File: config.mk
export PLATFORM = sky130hd
export DESIGN_NAME = collision_unit
export DESIGN_NICKNAME = d
export VERILOG_FILES = /design/src/rtl/collision_pkg.sv /design/src/rtl/collision_unit_brick_locate.sv /design/src/rtl/collision_unit.sv
export SDC_FILE = /design/constraint.sdc
export NUM_CORES = 1
export LEC_CHECK = 0
export BUFFER_PORTS_ARGS = -buffer_cell sky130_fd_sc_hd__buf_4
export CAP_MARGIN = 40
export CORE_MARGIN = 4
export CORE_UTILIZATION = 25
export CTS_CLUSTER_SIZE = 10
export DETAILED_ROUTE_END_ITERATION = 10
export GPL_ROUTABILITY_DRIVEN = 1
export GPL_TIMING_DRIVEN = 0
export HOLD_SLACK_MARGIN = 0.02
export PLACE_DENSITY = 0.41
export SLEW_MARGIN = 40
export SYNTH_ARGS = -nofsm -noshare
export SYNTH_HDL_FRONTEND = slang
export SYNTH_SLANG_ARGS = --single-unit
File: constraint.sdc
create_clock -name i_clock -period 13.3 [get_ports i_clock]
set_clock_uncertainty 0.2 [all_clocks]
set_input_delay 1.33 -clock i_clock [delete_from_list [all_inputs] [get_ports i_clock]]
set_output_delay 1.33 -clock i_clock [all_outputs]
set_load 0.05 [all_outputs]
File: src/rtl/collision_pkg.sv
// Shared game definitions: state codes, evaluation FSM states, default geometry.
// Latency: n/a (declarations only).
// Backpressure: n/a.
package collision_pkg;

   // Game-level state codes driven by the game controller
   typedef enum logic [2:0] {
      GS_MAIN_MENU  = 3'd0,
      GS_LEVEL1     = 3'd1,
      GS_END_SCREEN = 3'd2
   } game_state_t;

   // Collision evaluation sequencer
   typedef enum logic [1:0] {
      FSM_IDLE    = 2'd0,
      FSM_PROBE   = 2'd1,
      FSM_RESOLVE = 2'd2
   } coll_fsm_t;

   // Default playfield and object geometry
   localparam int DEF_SCREEN_W = 160;
   localparam int DEF_SCREEN_H = 120;
   localparam int DEF_BRICK_W  = 20;
   localparam int DEF_BRICK_H  = 8;
   localparam int DEF_BRICK_TOP = 8;
   localparam int DEF_PADDLE_Y = 110;
   localparam int DEF_PADDLE_W = 24;

   // Brick grid shape: 4 rows x 8 columns, bit index = row*8 + col
   localparam int BRICK_ROWS = 4;
   localparam int BRICK_COLS = 8;
   localparam logic [31:0] BRICKS_ALL = 32'hFFFF_FFFF;

endpackage

File: src/rtl/collision_unit_brick_locate.sv
// Maps a 9-bit probe coordinate to a brick index and an in-grid flag.
// Latency: purely combinational.
// Backpressure: none; output follows input.
module brick_locate
   import collision_pkg::*;
#(
   parameter int SCREEN_W  = DEF_SCREEN_W,
   parameter int BRICK_W   = DEF_BRICK_W,
   parameter int BRICK_H   = DEF_BRICK_H,
   parameter int BRICK_TOP = DEF_BRICK_TOP
) (
   input  logic [8:0] i_x,
   input  logic [8:0] i_y,
   output logic       o_hit,
   output logic [4:0] o_idx
);

   logic [2:0] w_col;
   logic [1:0] w_row;
   logic [8:0] w_yOff;

   // Column/row found by counting crossed boundaries; avoids a divider.
   // Coordinates are 9 bits so that wrapped probes (511, 256) stay out of the grid.
   always_comb begin
      w_col  = 3'd0;
      w_row  = 2'd0;
      w_yOff = i_y - 9'(BRICK_TOP);
      for (int k = 1; k < BRICK_COLS; k++) begin
         if (i_x >= 9'(k * BRICK_W)) w_col = w_col + 3'd1;
      end
      for (int k = 1; k < BRICK_ROWS; k++) begin
         if (w_yOff >= 9'(k * BRICK_H)) w_row = w_row + 2'd1;
      end
      o_hit = (i_x < 9'(SCREEN_W)) &&
              (i_x < 9'(BRICK_COLS * BRICK_W)) &&
              (i_y >= 9'(BRICK_TOP)) &&
              (i_y < 9'(BRICK_TOP + BRICK_ROWS * BRICK_H));
      o_idx = {w_row, w_col};
   end

endmodule

File: src/rtl/collision_unit.sv
// Evaluates ball collisions against walls, paddle and a 4x8 brick map per tick.
// Latency: flags and valid pulse for one cycle, 2 cycles after tick.
// Backpressure: none; ticks arriving while an evaluation is in flight are dropped.
module collision_unit
   import collision_pkg::*;
#(
   parameter int SCREEN_W  = DEF_SCREEN_W,
   parameter int SCREEN_H  = DEF_SCREEN_H,
   parameter int BRICK_W   = DEF_BRICK_W,
   parameter int BRICK_H   = DEF_BRICK_H,
   parameter int BRICK_TOP = DEF_BRICK_TOP,
   parameter int PADDLE_Y  = DEF_PADDLE_Y,
   parameter int PADDLE_W  = DEF_PADDLE_W
) (
   input  logic        i_clock,
   input  logic        i_reset_n,
   input  logic [2:0]  i_state,
   input  logic        i_tick,
   input  logic [7:0]  i_ballX,
   input  logic [7:0]  i_ballY,
   input  logic        i_dirX,
   input  logic        i_dirY,
   input  logic [7:0]  i_paddleX,
   output logic        o_cX,
   output logic        o_cY,
   output logic        o_cBrickX,
   output logic        o_cBrickY,
   output logic        o_valid,
   output logic [31:0] o_brickMap,
   output logic [7:0]  o_score,
   output logic        o_lifeLost,
   output logic        o_cleared
);

   coll_fsm_t   r_fsm;
   logic [7:0]  r_ballX, r_ballY, r_paddleX;
   logic        r_dirX, r_dirY;
   logic [8:0]  r_pX, r_pY;
   logic [31:0] r_brickMap;
   logic [7:0]  r_score;
   logic        r_cX, r_cY, r_cBrickX, r_cBrickY, r_lifeLost, r_valid;

   logic        w_vLocHit, w_hLocHit;
   logic [4:0]  w_vIdx, w_hIdx;
   logic        w_vHit, w_hHit;
   logic [31:0] w_clearMask;
   logic        w_cX, w_cY, w_lifeLost, w_onPaddle;

   // Vertical probe: ball column, next row. Horizontal probe: next column, ball row.
   brick_locate #(
      .SCREEN_W (SCREEN_W), .BRICK_W (BRICK_W),
      .BRICK_H  (BRICK_H),  .BRICK_TOP (BRICK_TOP)
   ) u_locate_v (
      .i_x   ({1'b0, r_ballX}),
      .i_y   (r_pY),
      .o_hit (w_vLocHit),
      .o_idx (w_vIdx)
   );

   brick_locate #(
      .SCREEN_W (SCREEN_W), .BRICK_W (BRICK_W),
      .BRICK_H  (BRICK_H),  .BRICK_TOP (BRICK_TOP)
   ) u_locate_h (
      .i_x   (r_pX),
      .i_y   ({1'b0, r_ballY}),
      .o_hit (w_hLocHit),
      .o_idx (w_hIdx)
   );

   // Collision decisions from the captured snapshot; vertical brick hit wins over horizontal
   always_comb begin
      w_vHit      = w_vLocHit && r_brickMap[w_vIdx];
      w_hHit      = !w_vHit && w_hLocHit && r_brickMap[w_hIdx];
      w_clearMask = 32'd0;
      if (w_vHit)      w_clearMask[w_vIdx] = 1'b1;
      else if (w_hHit) w_clearMask[w_hIdx] = 1'b1;

      w_cX = (r_dirX && (r_ballX == 8'd0)) ||
             (!r_dirX && ({1'b0, r_ballX} == 9'(SCREEN_W - 1)));

      w_lifeLost = !r_dirY && ({1'b0, r_ballY} == 9'(SCREEN_H - 1));

      w_onPaddle = ({1'b0, r_ballY} + 9'd1 == 9'(PADDLE_Y)) &&
                   ({1'b0, r_paddleX} <= {1'b0, r_ballX}) &&
                   ({1'b0, r_ballX} <= {1'b0, r_paddleX} + 9'(PADDLE_W - 1));

      w_cY = !w_lifeLost &&
             ((r_dirY && (r_ballY == 8'd0)) || (!r_dirY && w_onPaddle));
   end

   // Sequencer: snapshot on tick, resolve and update map/score, pulse flags for one cycle
   always_ff @(posedge i_clock or negedge i_reset_n) begin
      if (!i_reset_n) begin
         r_fsm      <= FSM_IDLE;
         r_ballX    <= 8'd0;
         r_ballY    <= 8'd0;
         r_paddleX  <= 8'd0;
         r_dirX     <= 1'b0;
         r_dirY     <= 1'b0;
         r_pX       <= 9'd0;
         r_pY       <= 9'd0;
         r_brickMap <= BRICKS_ALL;
         r_score    <= 8'd0;
         r_cX       <= 1'b0;
         r_cY       <= 1'b0;
         r_cBrickX  <= 1'b0;
         r_cBrickY  <= 1'b0;
         r_lifeLost <= 1'b0;
         r_valid    <= 1'b0;
      end else begin
         r_cX       <= 1'b0;
         r_cY       <= 1'b0;
         r_cBrickX  <= 1'b0;
         r_cBrickY  <= 1'b0;
         r_lifeLost <= 1'b0;
         r_valid    <= 1'b0;
         case (i_state)
            GS_MAIN_MENU: begin
               r_fsm      <= FSM_IDLE;
               r_brickMap <= BRICKS_ALL;
               r_score    <= 8'd0;
            end
            GS_LEVEL1: begin
               case (r_fsm)
                  FSM_IDLE: begin
                     if (i_tick) begin
                        r_ballX   <= i_ballX;
                        r_ballY   <= i_ballY;
                        r_paddleX <= i_paddleX;
                        r_dirX    <= i_dirX;
                        r_dirY    <= i_dirY;
                        r_pX      <= i_dirX ? ({1'b0, i_ballX} - 9'd1) : ({1'b0, i_ballX} + 9'd1);
                        r_pY      <= i_dirY ? ({1'b0, i_ballY} - 9'd1) : ({1'b0, i_ballY} + 9'd1);
                        r_fsm     <= FSM_PROBE;
                     end
                  end
                  FSM_PROBE: begin
                     r_cX       <= w_cX;
                     r_cY       <= w_cY;
                     r_cBrickX  <= w_hHit;
                     r_cBrickY  <= w_vHit;
                     r_lifeLost <= w_lifeLost;
                     r_valid    <= 1'b1;
                     r_brickMap <= r_brickMap & ~w_clearMask;
                     if ((w_vHit || w_hHit) && (r_score != 8'hFF))
                        r_score <= r_score + 8'd1;
                     r_fsm      <= FSM_RESOLVE;
                  end
                  default: r_fsm <= FSM_IDLE;
               endcase
            end
            default: r_fsm <= FSM_IDLE;
         endcase
      end
   end

   assign o_cX       = r_cX;
   assign o_cY       = r_cY;
   assign o_cBrickX  = r_cBrickX;
   assign o_cBrickY  = r_cBrickY;
   assign o_lifeLost = r_lifeLost;
   assign o_valid    = r_valid;
   assign o_brickMap = r_brickMap;
   assign o_score    = r_score;
   assign o_cleared  = (r_brickMap == 32'd0);

endmodule

=== Word level (Yosys, flattened, before mapping) ===
Cells that the tools add are included.

* Bits in registers: 92
* Output and inout port bits: 47
* Word-level logic and storage cells: 170

* Add/subtract/negate cells: 25
* Bitwise logic cells: 2
* Reduce and logical (&&, ||, !) cells: 34
* Mux-type cells: 52
* Magnitude comparators: 32
* Eq/ne operators: 9

{| class="wikitable"
|+ Operators by type and width
! cell !! count
|-
| two-way mux 32 bit || 3
|-
| case mux 32 bit (2 select lines) || 1
|-
| greater-or-equal comparator 9 x 5 -> 1 bit, second input constant || 5
|-
| two-way mux 3 bit || 12
|-
| bitwise AND 32 bit || 1
|-
| zero test 32 bit || 1
|-
| inverter 32 bit || 1
|-
| adder 3 x 1 -> 3 bit, second input constant || 10
|-
| adder 8 x 1 -> 9 bit, second input constant || 3
|-
| greater-or-equal comparator 9 x 4 -> 1 bit, second input constant || 3
|-
| greater-or-equal comparator 9 x 7 -> 1 bit, second input constant || 3
|-
| greater-or-equal comparator 8 x 7 -> 1 bit, second input constant || 3
|-
| two-way mux 1 bit || 20
|-
| greater-or-equal comparator 9 x 6 -> 1 bit, second input constant || 2
|-
| logical AND 1 bit || 18
|-
| two-way mux 9 bit || 2
|-
| subtractor 8 x 1 -> 9 bit, second input constant || 2
|-
| greater-or-equal comparator 8 x 6 -> 1 bit, second input constant || 2
|-
| zero test 8 bit || 2
|-
| two-way mux 8 bit || 2
|-
| case mux 8 bit (2 select lines) || 1
|-
| < comparator 5 x 6 -> 1 bit, second input constant || 2
|-
| two-way mux 2 bit || 6
|-
| binary-select mux 1 bit (select 5 bit) || 2
|-
| other kinds (34) || 47
|}

=== Depth between registers and ports, before layout ===
* Depth after elaboration: 26
* Mapped depth: 31
* Mapped depth without buffers: 26

=== By module ===
From an unflattened synthesis, not the netlist that was laid out.

* Cell total of the unflattened synthesis: 832
* Area, all modules: 7262.0 sq um

{| class="wikitable"
|+ By module, submodules not included
! module !! seq. area each (sq um) !! area an instance (sq um) !! instances !! cells an instance
|-
| collision_unit || 2342.2 || 5868.1 || 1 || 636
|-
| brick_locate || 0.0 || 696.9 || 2 || 98
|}

=== Worst setup path after synthesis ===
OpenSTA, ideal clock, no wires.

* Path type: flip-flop to flip-flop
* From: reg r_pX[7]
* To: reg r_score[1], in the netlist o_score[1]
* Clock period less this slack: 5.436 ns
* Arrival time: 5.109 ns
* Path slack: 7.864 ns
* Data required time: 12.974 ns
* Cell stages (with the launch flop): 25
* Cells stage by stage: dfrtp_1 -> nor3_1 -> nand2_1 -> inv_1 -> ha_1 -> xor2_1 -> ha_1 -> o21ai_0 -> o31ai_2 -> ha_1 -> mux2i_4 -> inv_1 -> ha_1 -> nor2_1 -> a21oi_1 -> ha_1 -> inv_1 -> a221oi_4 -> buf_4 -> mux2i_1 -> o22ai_1 -> nor4_1 -> o21ai_2 -> a21bo_1 -> a311o_1

* Cells in the longest elaborated chain, start to end: 21

{| class="wikitable"
|+ RTL lines
! item !! line !! RTL
|-
| start, declared || collision_unit.sv:38 || <nowiki>logic [8:0] r_pX, r_pY;</nowiki>
|-
| start signal, assigned || collision_unit.sv:132 || <nowiki>r_pX <= i_dirX ? ({1'b0, i_ballX} - 9'd1) : ({1'b0, i_ballX} + 9'd1);</nowiki>
|-
| greater-or-equal comparator 9 x 5 -> 1 bit || collision_unit_brick_locate.sv:29 || <nowiki>if (i_x >= 9'(k * BRICK_W)) w_col = w_col + 3'd1;</nowiki>
|-
| two-way mux 1 bit || collision_unit_brick_locate.sv:29 ||
|-
| adder 1 x 1 -> 2 bit || collision_unit_brick_locate.sv:29 ||
|-
| two-way mux 3 bit || collision_unit_brick_locate.sv:29 ||
|-
| adder 3 x 1 -> 3 bit || collision_unit_brick_locate.sv:29 ||
|-
| two-way mux 3 bit || collision_unit_brick_locate.sv:29 ||
|-
| adder 3 x 1 -> 3 bit || collision_unit_brick_locate.sv:29 ||
|-
| two-way mux 3 bit || collision_unit_brick_locate.sv:29 ||
|-
| [... 5 more ...] || - ||
|-
| two-way mux 3 bit || collision_unit_brick_locate.sv:29 ||
|-
| binary-select mux 1 bit (select 5 bit) || collision_unit.sv:73 || <nowiki>w_hHit = !w_vHit && w_hLocHit && r_brickMap[w_hIdx];</nowiki>
|-
| two-way mux 1 bit (not written as such) || collision_unit.sv:73 ||
|-
| logical AND 1 bit * || collision_unit.sv:73 ||
|-
| logical OR 1 bit * || collision_unit.sv:145 || <nowiki>if ((w_vHit || w_hHit) && (r_score != 8'hFF))</nowiki>
|-
| logical AND 1 bit * || collision_unit.sv:145 ||
|-
| != test 2 bit (no line) * || - ||
|-
| AND reduction 3 bit (no line) * || - ||
|-
| end signal, assigned || collision_unit.sv:146 || <nowiki>r_score <= r_score + 8'd1;</nowiki>
|-
| end, declared || collision_unit.sv:40 || <nowiki>logic [7:0] r_score;</nowiki>
|}

Every way passes the cells marked *; elsewhere a longest branch is shown, timed or not. The select of a mux whose other input is x is not followed.
A chain may end at the register's enable or synchronous reset.

=== Worst setup path in the final report ===
* From: reg r_pX[7]
* To: reg r_brickMap[12], in the netlist o_brickMap[12]

* Cells in the longest elaborated chain, start to end: 24

{| class="wikitable"
|+ RTL lines
! item !! line !! RTL
|-
| greater-or-equal comparator 9 x 5 -> 1 bit || collision_unit_brick_locate.sv:29 ||
|-
| two-way mux 1 bit || collision_unit_brick_locate.sv:29 ||
|-
| adder 1 x 1 -> 2 bit || collision_unit_brick_locate.sv:29 ||
|-
| two-way mux 3 bit || collision_unit_brick_locate.sv:29 ||
|-
| adder 3 x 1 -> 3 bit || collision_unit_brick_locate.sv:29 ||
|-
| two-way mux 3 bit || collision_unit_brick_locate.sv:29 ||
|-
| adder 3 x 1 -> 3 bit || collision_unit_brick_locate.sv:29 ||
|-
| two-way mux 3 bit || collision_unit_brick_locate.sv:29 ||
|-
| [... 8 more ...] || - ||
|-
| two-way mux 1 bit (not written as such) || collision_unit.sv:76 || <nowiki>else if (w_hHit) w_clearMask[w_hIdx] = 1'b1;</nowiki>
|-
| demux 1 bit (select 5 bit) || collision_unit.sv:76 ||
|-
| two-way mux 32 bit * || collision_unit.sv:76 ||
|-
| two-way mux 32 bit * || collision_unit.sv:75 || <nowiki>if (w_vHit) w_clearMask[w_vIdx] = 1'b1;</nowiki>
|-
| inverter 32 bit * || collision_unit.sv:144 || <nowiki>r_brickMap <= r_brickMap & ~w_clearMask;</nowiki>
|-
| bitwise AND 32 bit * || collision_unit.sv:144 ||
|-
| two-way mux 32 bit * || collision_unit.sv:124 || <nowiki>case (r_fsm)</nowiki>
|-
| case mux 32 bit (2 select lines) * || collision_unit.sv:117 || <nowiki>case (i_state)</nowiki>
|-
| end signal, assigned || collision_unit.sv:144 ||
|-
| end, declared || collision_unit.sv:39 || <nowiki>logic [31:0] r_brickMap;</nowiki>
|}

Marked as above.

==> impl_metrics.py <==
metrics = {
    "final_layout": {
        "insertedDiodeCount": 0,
        "nNetsFinal": 1043,
        "mostFrequentLayoutCell": "nand2_1",
        "areaGrowthSynthToFinish_pct": 18.6,
        "mostFrequentLayoutCells": "nand2_1 (132), buf_4 (81), ha_1 (59), o21ai_0 (58), dfrtp_1 (58)",
        "drive_above_1_share_pct": 19.9,
        "layout.filler_cells": 3137,
    },
    "global_route": {
        "grt_max_degree": 91,
        "grt_pass1_vias": 6705,
        "grt.total_usage_pct": 14.3,
        "grt_first_pass_wirelength_mm": 37.9,
        "antenna_violations_before_repair": 0,
        "gr-total-overflow": 0,
    },
    "floorplanning": {
        "die_width_um": 180,
        "design.core.area_um2": 29000,
        "start_util_pct": 25.6,
        "core.rowCount": 62,
        "ios": 79,
        "die-area_um2": 32500,
        "die-height_um": 180,
    },
    "yosys": {
        "synth_enable_flop_cells": 0,
        "synth_fa_ha_area_share_pct": 10.5,
        "synthesis.area_um2": 7420,
        "synth-simple-area-share_pct": 20.7,
        "synth_xor_xnor_area_share_pct": 4.71,
        "synth_top_family_by_area": "compound AO/OA/AOI/OAI gates",
        "synth.yosys.seq_area_share_pct": 30.9,
        "synth_compound_area_share_pct": 22.1,
        "synth_cell_types": 81,
        "synth.net_count": 954,
        "synth.mux.area_fraction_pct": 5.79,
        "synth_register_bits": 90,
        "synth.avg_cell_area_um2": 8.61,
        "synth-main-ff-cell": "dfrtp_1",
        "ys.warnings.count": 0,
        "asyncSetResetFlopFracSynth_pct": 100,
        "postSynthCellCount": 861,
    },
    "place": {
        "placement.io_buffers": 78,
        "replace_congestion": 0.839,
        "post-dp-hpwl_mm": 18.2,
    },
    "clock_tree": {
        "clock_pin_slew_worst_setup_and_hold_paths_ns": 0.07,
        "clock_latency_on_the_worst_skew_pair_ns": 0.35,
        "cts_buffers": 9,
        "cts_root_buf": "clkbuf_16",
        "cts_tree": "done",
        "cts.sinks": 90,
        "htree_num_levels": 3,
        "holdBufCountCts": 0,
        "total_of_cells_resized_after_clock_tree_synthesis": 0,
        "clockBufferDepth": 2,
        "postCtsSetupBuffers": 0,
    },
    "setup_path": {
        "timing_worst_setup_path_type": "register to register",
        "critPathMaxFanout": 10,
        "setup.reg_to_reg.worst_slack_ns": 6.98,
        "regToRegEndpoint": "o_brickMap[12]",
        "timing.critical_path.arrival_ns": 6.38,
        "start_kind": "register",
        "critical_path_required_ns": 13.35,
        "worst_r2r_path_depth": 25,
        "crit_path_end_kind": "register",
        "worst_reg2reg_startpoint": "r_pX[7]",
    },
    "route": {
        "drt_pass1_iterations": 5,
        "vias_per_cell": 4.99,
        "post_drt_wl_per_cell_um": 17.4,
        "dr.first_iter.drc_count": 404,
        "detail_route.drc_violations": 0,
        "antenna_violating_nets_post_route": 0,
        "route.final.wire_length_mm": 23.3,
        "total_number_of_vias": 6676,
    },
    "run": {
        "max_cap_violations": 0,
    },
    "power": {
        "p_per_area_nw_per_um2": 215,
        "vdd_drop_max_mv": 0.117,
        "p_leak_nw": 3.74,
    },
    "sta": {
        "timing.fmax_mhz": 158,
        "grt_setup_unrepaired": "false",
        "tns_ns": 0,
        "tightest_slew_ns": 0.783,
        "fin_crit_ns": 6.32,
        "slew_viol_final": 0,
        "final_hold_viol_count": 0,
        "hold_slack_ns": 0.291,
        "max_slew_margin_pct": 47.6,
        "layout_worst_path_cycle_share_pct": 47.6,
        "finalSetupViolations": 0,
    },
    "outcome": {
        "run_status": "completed",
    },
    "hold_path": {
        "hold-path-endpoint": "r_pY[2]",
        "holdCritPathClass": "register to register",
        "hold-path-cell-count": 2,
        "hold_path_startpoint": "r_pY[2]",
    },
}
## report_power, final
group | internal, mW | switching, mW
clock | 0.138 | 0.120
sequential | 0.305 | 0.0409
combinational | 0.455 | 0.834
## Yosys cell counts, types with 4 or more instances
cell type,instances,area share (%)
a211oi_1,5,0.51
a21o_1,11,1.1
a21oi_1,47,3.2
a21oi_2,10,1.2
a31oi_1,21,1.8
and3_1,4,0.34
buf_1,4,0.20
buf_2,15,1.0
buf_4,4,0.40
clkbuf_1,18,0.91
dfrtp_1,58,20
dfstp_2,32,11
ha_1,59,10
inv_1,46,2.3
mux2i_1,35,4.7
nand2_1,132,6.7
nand2b_1,24,2.0
nand3_1,17,1.1
nand4_1,11,0.93
nor2_1,51,2.6
nor2b_1,9,0.76
nor3_1,13,0.88
nor4_1,15,1.3
o211ai_1,4,0.40
o21a_1,4,0.40
o21ai_0,58,3.9
o21bai_1,4,0.40
o22ai_1,5,0.42
o31ai_1,4,0.40
o32ai_1,34,4.0
or3_1,6,0.51
xnor2_1,19,2.2
xor2_1,14,1.7
## worst max-delay path, stage by stage, from the launching register on
cell      delay (ns)
dfrtp_1         0.45
nor3_1          0.46
nand2_1         0.13
inv_1           0.08
ha_1            0.30
xor2_1          0.27
ha_1            0.26
o21ai_0         0.09
o31ai_2         0.14
ha_1            0.33
mux2i_4         0.21
inv_1           0.07
ha_1            0.29
nor2_1          0.10
a21oi_1         0.05
ha_1            0.29
inv_1           0.06
a221oi_4        0.40
buf_4           0.28
mux2i_1         0.21
o22ai_1         0.11
nor4_1          0.45
o21ai_2         0.28
nor3b_4         0.40
buf_6           0.20
a31oi_1         0.10
## layout make-up
class / instances / area [um^2] / area share, %
Multi-Input combinational cell: 681 / 4750 / 54.0
Sequential cell: 90 / 2290 / 26.0
Timing Repair Buffer: 78 / 593 / 6.74
Tap cell: 384 / 480 / 5.46
Clock buffer: 11 / 253 / 2.87
Buffer: 44 / 221 / 2.52
Inverter: 46 / 173 / 1.96
Clock inverter: 5 / 36.3 / 0.412
## layer usage
metal | part of all wire, % | track usage [%]
met1 | 50 | 21.1
met2 | 44 | 22.4
met3 | 4.6 | 1.98
met4 | 1.3 | 2.99
met5 | 0 | 0
## sequential cells by signal, summed over array words and instances, names as in the netlist
| name | cells |
|---|---|
| o_brickMap | 32 |
| o_cBrickX | 1 |
| o_cBrickY | 1 |
| o_cX | 1 |
| o_cY | 1 |
| o_lifeLost | 1 |
| o_score | 8 |
| o_valid | 1 |
| r_ballX | 8 |
| r_ballY | 8 |
| r_dirX | 1 |
| r_dirY | 1 |
| r_fsm | 2 |
| r_pX | 7 |
| r_pY | 9 |
| r_paddleX | 8 |
## per-stage QoR
step / cell area, um^2 / cells / setup WS, ns / power [mW] / util (%)
floorplan: 7420 / 861 / 7.86 / 1.29 / -
global placement: 8480 / 1323 / 6.90 / 1.63 / 29.2
detailed placement: 8500 / 1323 / 6.88 / 1.63 / 29.3
CTS: 8790 / 1339 / 6.87 / 1.89 / 30.3
global route: 8800 / 1339 / 6.43 / 2.06 / 30.3
finish: 8800 / 1339 / 6.98 / 1.89 / 30.3
## how the worst max path moves through the flow
stage / startpoint / end / slack [ns] / cells after the start
finish: r_pX[7] / o_brickMap[12] / 6.98 / 25
global route: r_ballX[7] / o_brickMap[21] / 6.43 / 29
CTS: r_pX[7] / o_brickMap[12] / 6.87 / 25
detailed placement: r_pX[7] / o_brickMap[12] / 6.88 / 25
global placement: r_ballX[7] / o_brickMap[12] / 6.90 / 28
floorplan: r_pX[7] / o_score[1] / 7.86 / 24
## cell families (layout without fill, tap and decap cells)
logic type | after synthesis | after routing
simple gates | 307 | 307
buf+inv | 90 | 184
mux | 40 | 40
fa+ha+maj | 61 | 61
flops | 90 | 90
xor+xnor | 36 | 36
compound gates | 237 | 237
(Power assumes the default switching activity.)
